<file path="src/rtl/serial_pkg.sv">
// Shared types and constants for the serial transmit controller.
package serial_pkg;

    // Frame sequencer states
    typedef enum logic [2:0] {
        S_IDLE,
        S_LOAD,
        S_START,
        S_DATA,
        S_PARITY,
        S_STOP
    } state_t;

    // Shift register mode encoding, {sr_r, sr_l}
    localparam logic [1:0] SR_HOLD = 2'b00;
    localparam logic [1:0] SR_SHR  = 2'b01;
    localparam logic [1:0] SR_SHL  = 2'b10;
    localparam logic [1:0] SR_LOAD = 2'b11;

    // Parity sense
    localparam logic PARITY_EVEN = 1'b0;
    localparam logic PARITY_ODD  = 1'b1;

endpackage

</file>
<file path="src/rtl/serial_tx_ctrl_if.sv">
// Byte handshake between a producer and the transmit controller.
interface serial_tx_ctrl_if;
    import serial_pkg::*;

    logic [7:0] din;
    logic       valid;
    logic       ready;

    modport master (output din, output valid, input ready);
    modport slave  (input din, input valid, output ready);

endinterface

</file>
<file path="src/rtl/baud_tick.sv">
// Bit-period counter: counts 0..DIV-1 while enabled, tick on the last count.
module baud_tick
    import serial_pkg::*;
#(
    parameter int DIV = 16
) (
    input  logic c,
    input  logic nrst,
    input  logic clr,
    input  logic en,
    output logic tick
);

    localparam int W = (DIV > 1) ? $clog2(DIV) : 1;

    logic [W-1:0] cnt;

    assign tick = (cnt == W'(DIV - 1));

    // Held at zero when idle or cleared, wraps at each tick
    always_ff @(posedge c or negedge nrst) begin
        if (!nrst) begin
            cnt <= '0;
        end else if (clr || !en || tick) begin
            cnt <= '0;
        end else begin
            cnt <= cnt + 1'b1;
        end
    end

endmodule

</file>
<file path="src/rtl/serial_tx_ctrl.sv">
// UART-style frame transmitter driving an external 8-bit shift register.
module serial_tx_ctrl
    import serial_pkg::*;
#(
    parameter int DIV     = 16,
    parameter bit PAR_EN  = 1'b0,
    parameter bit PAR_ODD = 1'b0
) (
    input  logic             c,
    input  logic             nrst,
    serial_tx_ctrl_if.slave  host,
    output logic [7:0]       sr_d,
    output logic             sr_l,
    output logic             sr_r,
    output logic             sr_i,
    input  logic [7:0]       sr_q,
    output logic             tx,
    output logic             busy,
    output logic             done
);

    state_t     state;
    logic       ready;
    logic       par;
    logic [2:0] bit_cnt;
    logic       tick;
    logic       baud_clr;
    logic       baud_en;
    logic [1:0] mode;

    assign host.ready = ready;
    assign sr_i       = 1'b0;

    // The baud counter restarts on the way into START so the start bit is DIV long
    assign baud_clr = (state == S_LOAD);
    assign baud_en  = (state == S_START) || (state == S_DATA) ||
                      (state == S_PARITY) || (state == S_STOP);

    baud_tick #(.DIV(DIV)) u_baud (
        .c    (c),
        .nrst (nrst),
        .clr  (baud_clr),
        .en   (baud_en),
        .tick (tick)
    );

    // Shift register mode: load once, then one shift-right per data bit tick
    always_comb begin
        mode = SR_HOLD;
        if (state == S_LOAD) begin
            mode = SR_LOAD;
        end else if ((state == S_DATA) && tick) begin
            mode = SR_SHR;
        end
    end

    assign {sr_r, sr_l} = mode;

    // Frame sequencer with registered line and status outputs
    always_ff @(posedge c or negedge nrst) begin
        if (!nrst) begin
            state   <= S_IDLE;
            tx      <= 1'b1;
            ready   <= 1'b1;
            busy    <= 1'b0;
            done    <= 1'b0;
            sr_d    <= '0;
            par     <= 1'b0;
            bit_cnt <= '0;
        end else begin
            done <= 1'b0;
            case (state)
                S_IDLE: begin
                    if (host.valid && ready) begin
                        sr_d  <= host.din;
                        par   <= (^host.din) ^ PAR_ODD;
                        ready <= 1'b0;
                        busy  <= 1'b1;
                        state <= S_LOAD;
                    end
                end
                S_LOAD: begin
                    state   <= S_START;
                    tx      <= 1'b0;
                    bit_cnt <= '0;
                end
                S_START: begin
                    if (tick) begin
                        state <= S_DATA;
                        tx    <= sr_q[0];
                    end
                end
                S_DATA: begin
                    if (tick) begin
                        if (bit_cnt == 3'd7) begin
                            if (PAR_EN) begin
                                state <= S_PARITY;
                                tx    <= par;
                            end else begin
                                state <= S_STOP;
                                tx    <= 1'b1;
                            end
                        end else begin
                            bit_cnt <= bit_cnt + 3'd1;
                            // The register shifts on this same edge, so sr_q[1] is the next bit
                            tx      <= sr_q[1];
                        end
                    end
                end
                S_PARITY: begin
                    if (tick) begin
                        state <= S_STOP;
                        tx    <= 1'b1;
                    end
                end
                S_STOP: begin
                    if (tick) begin
                        state <= S_IDLE;
                        ready <= 1'b1;
                        busy  <= 1'b0;
                        done  <= 1'b1;
                    end
                end
                default: begin
                    state <= S_IDLE;
                end
            endcase
        end
    end

endmodule
</file>
<file path="src/flat_wrapper.sv">
// flat-port wrapper written by rule: the top's interface ports become plain ports
module serial_tx_ctrl_flat import serial_pkg::*;
#(
    parameter int DIV     = 16,
    parameter bit PAR_EN  = 1'b0,
    parameter bit PAR_ODD = 1'b0
)
  (c, nrst, sr_d, sr_l, sr_r, sr_i, sr_q, tx, busy, done, host_din, host_valid, host_ready);
  serial_tx_ctrl_if host_i ();
  input  logic c;
  input  logic nrst;
  output logic [7:0] sr_d;
  output logic sr_l;
  output logic sr_r;
  output logic sr_i;
  input  logic [7:0] sr_q;
  output logic tx;
  output logic busy;
  output logic done;
  input wire logic [$bits(host_i.din)-1:0] host_din;
  input wire logic [$bits(host_i.valid)-1:0] host_valid;
  output wire logic [$bits(host_i.ready)-1:0] host_ready;
  assign host_i.din = host_din;
  assign host_i.valid = host_valid;
  assign host_ready = host_i.ready;
  serial_tx_ctrl #(.DIV(DIV), .PAR_EN(PAR_EN), .PAR_ODD(PAR_ODD)) u_core (.c(c), .nrst(nrst), .host(host_i), .sr_d(sr_d), .sr_l(sr_l), .sr_r(sr_r), .sr_i(sr_i), .sr_q(sr_q), .tx(tx), .busy(busy), .done(done));
endmodule
</file>
<file path="config.mk">
export PLATFORM = sky130hd
export DESIGN_NAME = serial_tx_ctrl_flat
export DESIGN_NICKNAME = d
export VERILOG_FILES = /design/src/rtl/serial_pkg.sv /design/src/rtl/serial_tx_ctrl_if.sv /design/src/rtl/baud_tick.sv /design/src/rtl/serial_tx_ctrl.sv /design/src/flat_wrapper.sv
export SDC_FILE = /design/constraint.sdc
export NUM_CORES = 1
export LEC_CHECK = 0
export CAP_MARGIN = 0
export CORE_UTILIZATION = 45
export CTS_CLUSTER_DIAMETER = 30
export DETAILED_ROUTE_END_ITERATION = 10
export DONT_BUFFER_PORTS = 1
export HOLD_SLACK_MARGIN = 0.05
export PLACE_DENSITY = 0.61
export SLEW_MARGIN = 20
export SYNTH_ARGS = -nofsm -noshare
export SYNTH_HDL_FRONTEND = slang
export SYNTH_SLANG_ARGS = --single-unit
</file>
<file path="constraint.sdc">
create_clock -name c -period 2.11 [get_ports c]
set_input_delay 0.3165 -clock c [delete_from_list [all_inputs] [get_ports c]]
set_output_delay 0.3165 -clock c [all_outputs]
set_load 0.005 [all_outputs]
</file>
; ---- Word level (Yosys, flattened, before mapping)
; Cells that the tools add are included.
[totals]
regBits = 22
input_bits = 19
output_inout_bits = 15
word_cells = 66
[op_classes]
addsub = 2
eq_ne = 14
mux = 25
reduce_logical = 17
[op_table]
columns = cell, n
row1 = $mux 3, 8
row2 = $pmux 3 s6, 1
row3 = $mux 1, 10
row4 = $ne 2x1->1 const B, 5
row5 = $eq 3x3->1 const B, 3
row6 = $eq 3x2->1 const B, 2
row7 = $pmux 3 s2, 1
row8 = $reduce_and 3->1, 2
row9 = $reduce_and 6->1, 1
row10 = $logic_or 1x1->1, 5
row11 = $add 4x1->4 const B, 1
row12 = $eq 4x4->1 const B, 1
row13 = $mux 4, 1
row14 = $ne 2x2->1 const B, 2
row15 = $pmux 1 s2, 2
row16 = $pmux 1 s4, 1
row17 = $reduce_and 4->1, 1
row18 = $reduce_bool 2->1, 2
row19 = $reduce_bool 4->1, 1
row20 = $add 3x1->3 const B, 1
row21 = $eq 3x1->1 const B, 1
row22 = $logic_not 3->1, 1
row23 = $logic_and 1x1->1, 2
row24 = $mux 2, 1
row25 = other kinds (2), 2

; ---- Longest topological paths before layout
[logic_depth]
word_depth = 8
mapped_depth = 5
mapped_depth_nobuf = 5

; ---- By module
; From an unflattened synthesis, not the netlist that was laid out.
[unflattened]
cells_unflattened = 97
area_unflattened_um2 = 1076.0
[by_module_without_submodules]
columns = mod, n_inst, cells_per_inst, area_per_inst_um2, seq_area_each_um2
row1 = serial_tx_ctrl, 1, 81, 893.4, 452.9
row2 = baud_tick, 1, 16, 182.7, 100.1

; ---- Least setup slack after synthesis
; No wires, ideal clock.
[synth_path]
kind = reg2reg
from = reg u_core.bit_cnt[0]
to = reg u_core.bit_cnt[0]
setup_time_ps = 69
t_arrival_ps = 1563
required_ps = 2041
setup_slack_ps = 478
path_stages_with_launch = 6
n_path_buf = 0
period_less_slack_ps = 1632
path_cell_list = dfrtp_1 -> ha_1 -> ha_1 -> nand4b_2 -> or4b_1 -> nand3_1
[synth_via]
elab_chain_len = 4
elab_cells_between_ends = 7
cone_classes = add/sub (1) / eq/ne (2) / mux (3) / reduce/logical (1)
[synth_rtl]
columns = element, line_no
row1 = from (decl), serial_tx_ctrl.sv:25  ; logic [2:0] bit_cnt;
row2 = from (signal assigned), serial_tx_ctrl.sv:104  ; bit_cnt <= bit_cnt + 3'd1;
row3 = $add 3x1->3, serial_tx_ctrl.sv:104
row4 = $mux 3, serial_tx_ctrl.sv:95  ; if (bit_cnt == 3'd7) begin
row5 = $mux 3, serial_tx_ctrl.sv:94  ; if (tick) begin
row6 = $pmux 3 s2, serial_tx_ctrl.sv:72  ; case (state)
; Parallel ways exist; a longest one is shown, timed or not. The select of a mux whose other input is x is not followed.
; A chain may end at the register's enable or synchronous reset.

; ---- Worst setup path in the final report
[layout_path]
from = reg u_core.u_baud.cnt[0]
to = out sr_l
[layout_via]
elab_chain_len = 4
[layout_rtl]
columns = element, line_no
row1 = from (decl), baud_tick.sv:16  ; logic [W-1:0] cnt;
row2 = from (signal assigned), baud_tick.sv:27  ; cnt <= cnt + 1'b1;
row3 = $eq 4x4->1, baud_tick.sv:18  ; assign tick = (cnt == W'(DIV - 1));
row4 = $logic_and 1x1->1, serial_tx_ctrl.sv:52  ; end else if ((state == S_DATA) && tick) begin
row5 = $mux 1, serial_tx_ctrl.sv:52
row6 = $mux 2, serial_tx_ctrl.sv:50  ; if (state == S_LOAD) begin
row7 = to (decl), flat_wrapper.sv:13  ; output logic sr_l;
; No other way between the ends.

==> flow_summary.ini <==
[hold_path]
min_path_cells = 1
hold_start = host_din[0]
hold_path_end = u_core.sr_d[0]
hold_path_class = input pin to flip-flop

[global_routing]
track_usage_pct = 16.4
top_usage_layer = met2
grt_pass1_vias = 676
grtUsageMet3_pct = 4.17
grt_antenna_before_repair = 0
overflow = 0
grt_max_degree = 23
grt_pass1_wl_um = 3060
use_met2_pct = 24.1
gr-usage-met1_pct = 22.2

[die]
initial_core_util_pct = 48.2
dieArea_um2 = 2590
dieHeight_um = 50.9
ios = 34
die_w_um = 50.9
rows = 17
core_area_um2 = 2230

[flow_run]
drv_cap = 0

[synthesis]
yosysWarnings = 0
ys_async_sr_fraction_pct = 100
synth_common_cells = dfrtp_1, mux2_2
synth_top_area_share_pct = 46.5
syn_inst = 97
yosysSeqAreaShare_pct = 51.4
synth.ff_latch_count = 22
yosys.area.top_type = dfrtp_1
ys.flop_type = dfrtp_1
syn-num-nets = 119
synth_edf_count = 0
synth.distinct_cells = 34
synth_area_leaders = dfrtp_1, mux2_2, dfstp_2, ha_1, a21oi_1
synth_area_um2 = 1080
avgSynthCellArea_um2 = 11.1
synth_most_common_cell = dfrtp_1

[route]
first_pass_iters = 4
drt_iter0_drc = 20
via_per_inst = 5.69
drtAntennaViolNets = 0
vias = 705
wl_um = 1840
remaining_drc_errors = 0
wire_per_inst_um = 14.9

[clock_tree]
path_clk_slew_ns = 0.11
cts.path.max_buffers = 2
cts_tree = yes
htree_levels = 1
clkLatencyLatePin_ns = 0.30
cts-root-buf = clkbuf_4
cts_num_sinks = 22
cts_buffers = 3
post-cts-setup-buffer-count = 0

[placed_design]
dp_cells = 118
dp_slack_ns = 0.358
globalplace.congestion = 0.737
hpwl_um = 1280
placedInstanceArea_um2 = 1070
port_buffers = 0

[timing]
setup-tns-final_ns = 0
clock.fmax_ghz = 0.545
setup_viol = 0
grt_setup_unrepaired = false
fin_ws_ns = 0.274
whs_ns = 0.155
min_period_ns = 1.84
maxSlewHeadroom_pct = 63.4
hold_viol = 0
fin_skew_ns = 0.00160
timing.final.crit_share_pct = 87.0
worst_slew_pin_slew_ns = 0.549
maxSlewViolCount = 0

[worst_setup_path]
path_buf_inv = 0
endpoint_kind = output pin
critPathRequiredTime_ns = 1.79
cp_max_fo = 6
startpoint_type = flip-flop
r2r_slack_ns = 0.31
cp.depth = 3
reg2reg_to = u_core.bit_cnt[0]
r2r_cells = 5
crit_family = flip-flops
path_class = flip-flop to output pin
startpoint = u_core.u_baud.cnt[0]
cp_data_arrival_time_ns = 1.52
cp_slowest_cell = dfrtp_1
cp_slowest_stage_delay_ns = 0.41
crit_chain = ha_1 -> nand3_1 -> a21oi_1
timing.rr.start = u_core.bit_cnt[0]

[final_layout]
finalNetCount = 119
drive_gt1_share_pct = 18.8
antenna_cells = 0
finish.utilization_pct = 50.4
final_cells = 124
area_growth_pct = 4.53
fin_area_um2 = 1120

[pwr]
fin_total_pwr_uw = 663
cellPowerDensity_nw_per_um2 = 589
irDropWorstVdd_v = 0.000464
p_leak_nw = 0.579

[outcome]
status = finished, final reports clean
how the worst max path moves through the flow:
stage / to / slack [ns]
global placement: u_core.bit_cnt[0] / 0.37
floorplan: u_core.bit_cnt[0] / 0.48
global route: sr_l / 0.18
detailed placement: u_core.bit_cnt[0] / 0.36
CTS: sr_l / 0.26
finish: sr_l / 0.27
worst register-to-register path, stage by stage (launching register included):
cell and delay (ns):
dfrtp_1 0.42, ha_1 0.22, ha_1 0.21, nand4b_2 0.28, or4b_1 0.51, nand3_1 0.10
cell usage in the layout (no fill, tap or decap), types with 2 or more instances in the layout:
| master | instances |
|---|---|
| o311ai_0 | 2 |
| nand2_1 | 5 |
| a21oi_1 | 5 |
| nor3b_1 | 2 |
| nor2_1 | 4 |
| nand2b_1 | 4 |
| mux2_2 | 8 |
| clkbuf_4 | 3 |
| inv_1 | 3 |
| xnor2_1 | 2 |
| dfstp_2 | 2 |
| ha_1 | 3 |
| nand3_1 | 5 |
| and3_1 | 2 |
| nor3_1 | 3 |
| dfrtp_1 | 20 |
| o21ai_0 | 5 |
logic make-up after synthesis:
family / share of synthesized area (%)
simple gates: 19.4
flops: 51.4
compound gates: 10.8
buf+inv: 4.53
mux: 8.37
fa+ha+maj: 3.49
xor+xnor: 1.63
other cells: 0.349
report_power, final:
| part | internal [mW] | switching [mW] | total [mW] |
|---|---|---|---|
| clock | 0.105 | 0.120 | 0.225 |
| combinational | 0.00363 | 0.00953 | 0.0132 |
| sequential | 0.423 | 0.00104 | 0.424 |
| total | 0.532 | 0.130 | 0.663 |
registers in the layout (all words and copies together), names as in the netlist:
signal / flops
u_core.done: 1
u_core.tx: 1
u_core.busy: 1
u_core.host.ready: 1
u_core.u_baud.cnt: 4
u_core.state: 3
u_core.sr_d: 8
u_core.bit_cnt: 3
final cells by class:
cell class,count,area (um^2)
clock buffers,4,36.3
fillers,206,1110
inverters,3,11.3
multi-input cells,65,474
flip-flops and latches,22,553
well taps,28,35.0
repair buffers,2,15.0
per-layer routing:
layer,part of all wire (%),routed length (um)
met5,0,0
met4,0.87,16
met3,5.8,106
met2,46,840
met1,48,878
what timing repair did:
action,CTS,global route
endpoints found under the hold margin,22,20
resized for setup,0,0
endpoints found under the setup margin,0,0
hold buffers,1,1
(Power assumes the default switching activity.)
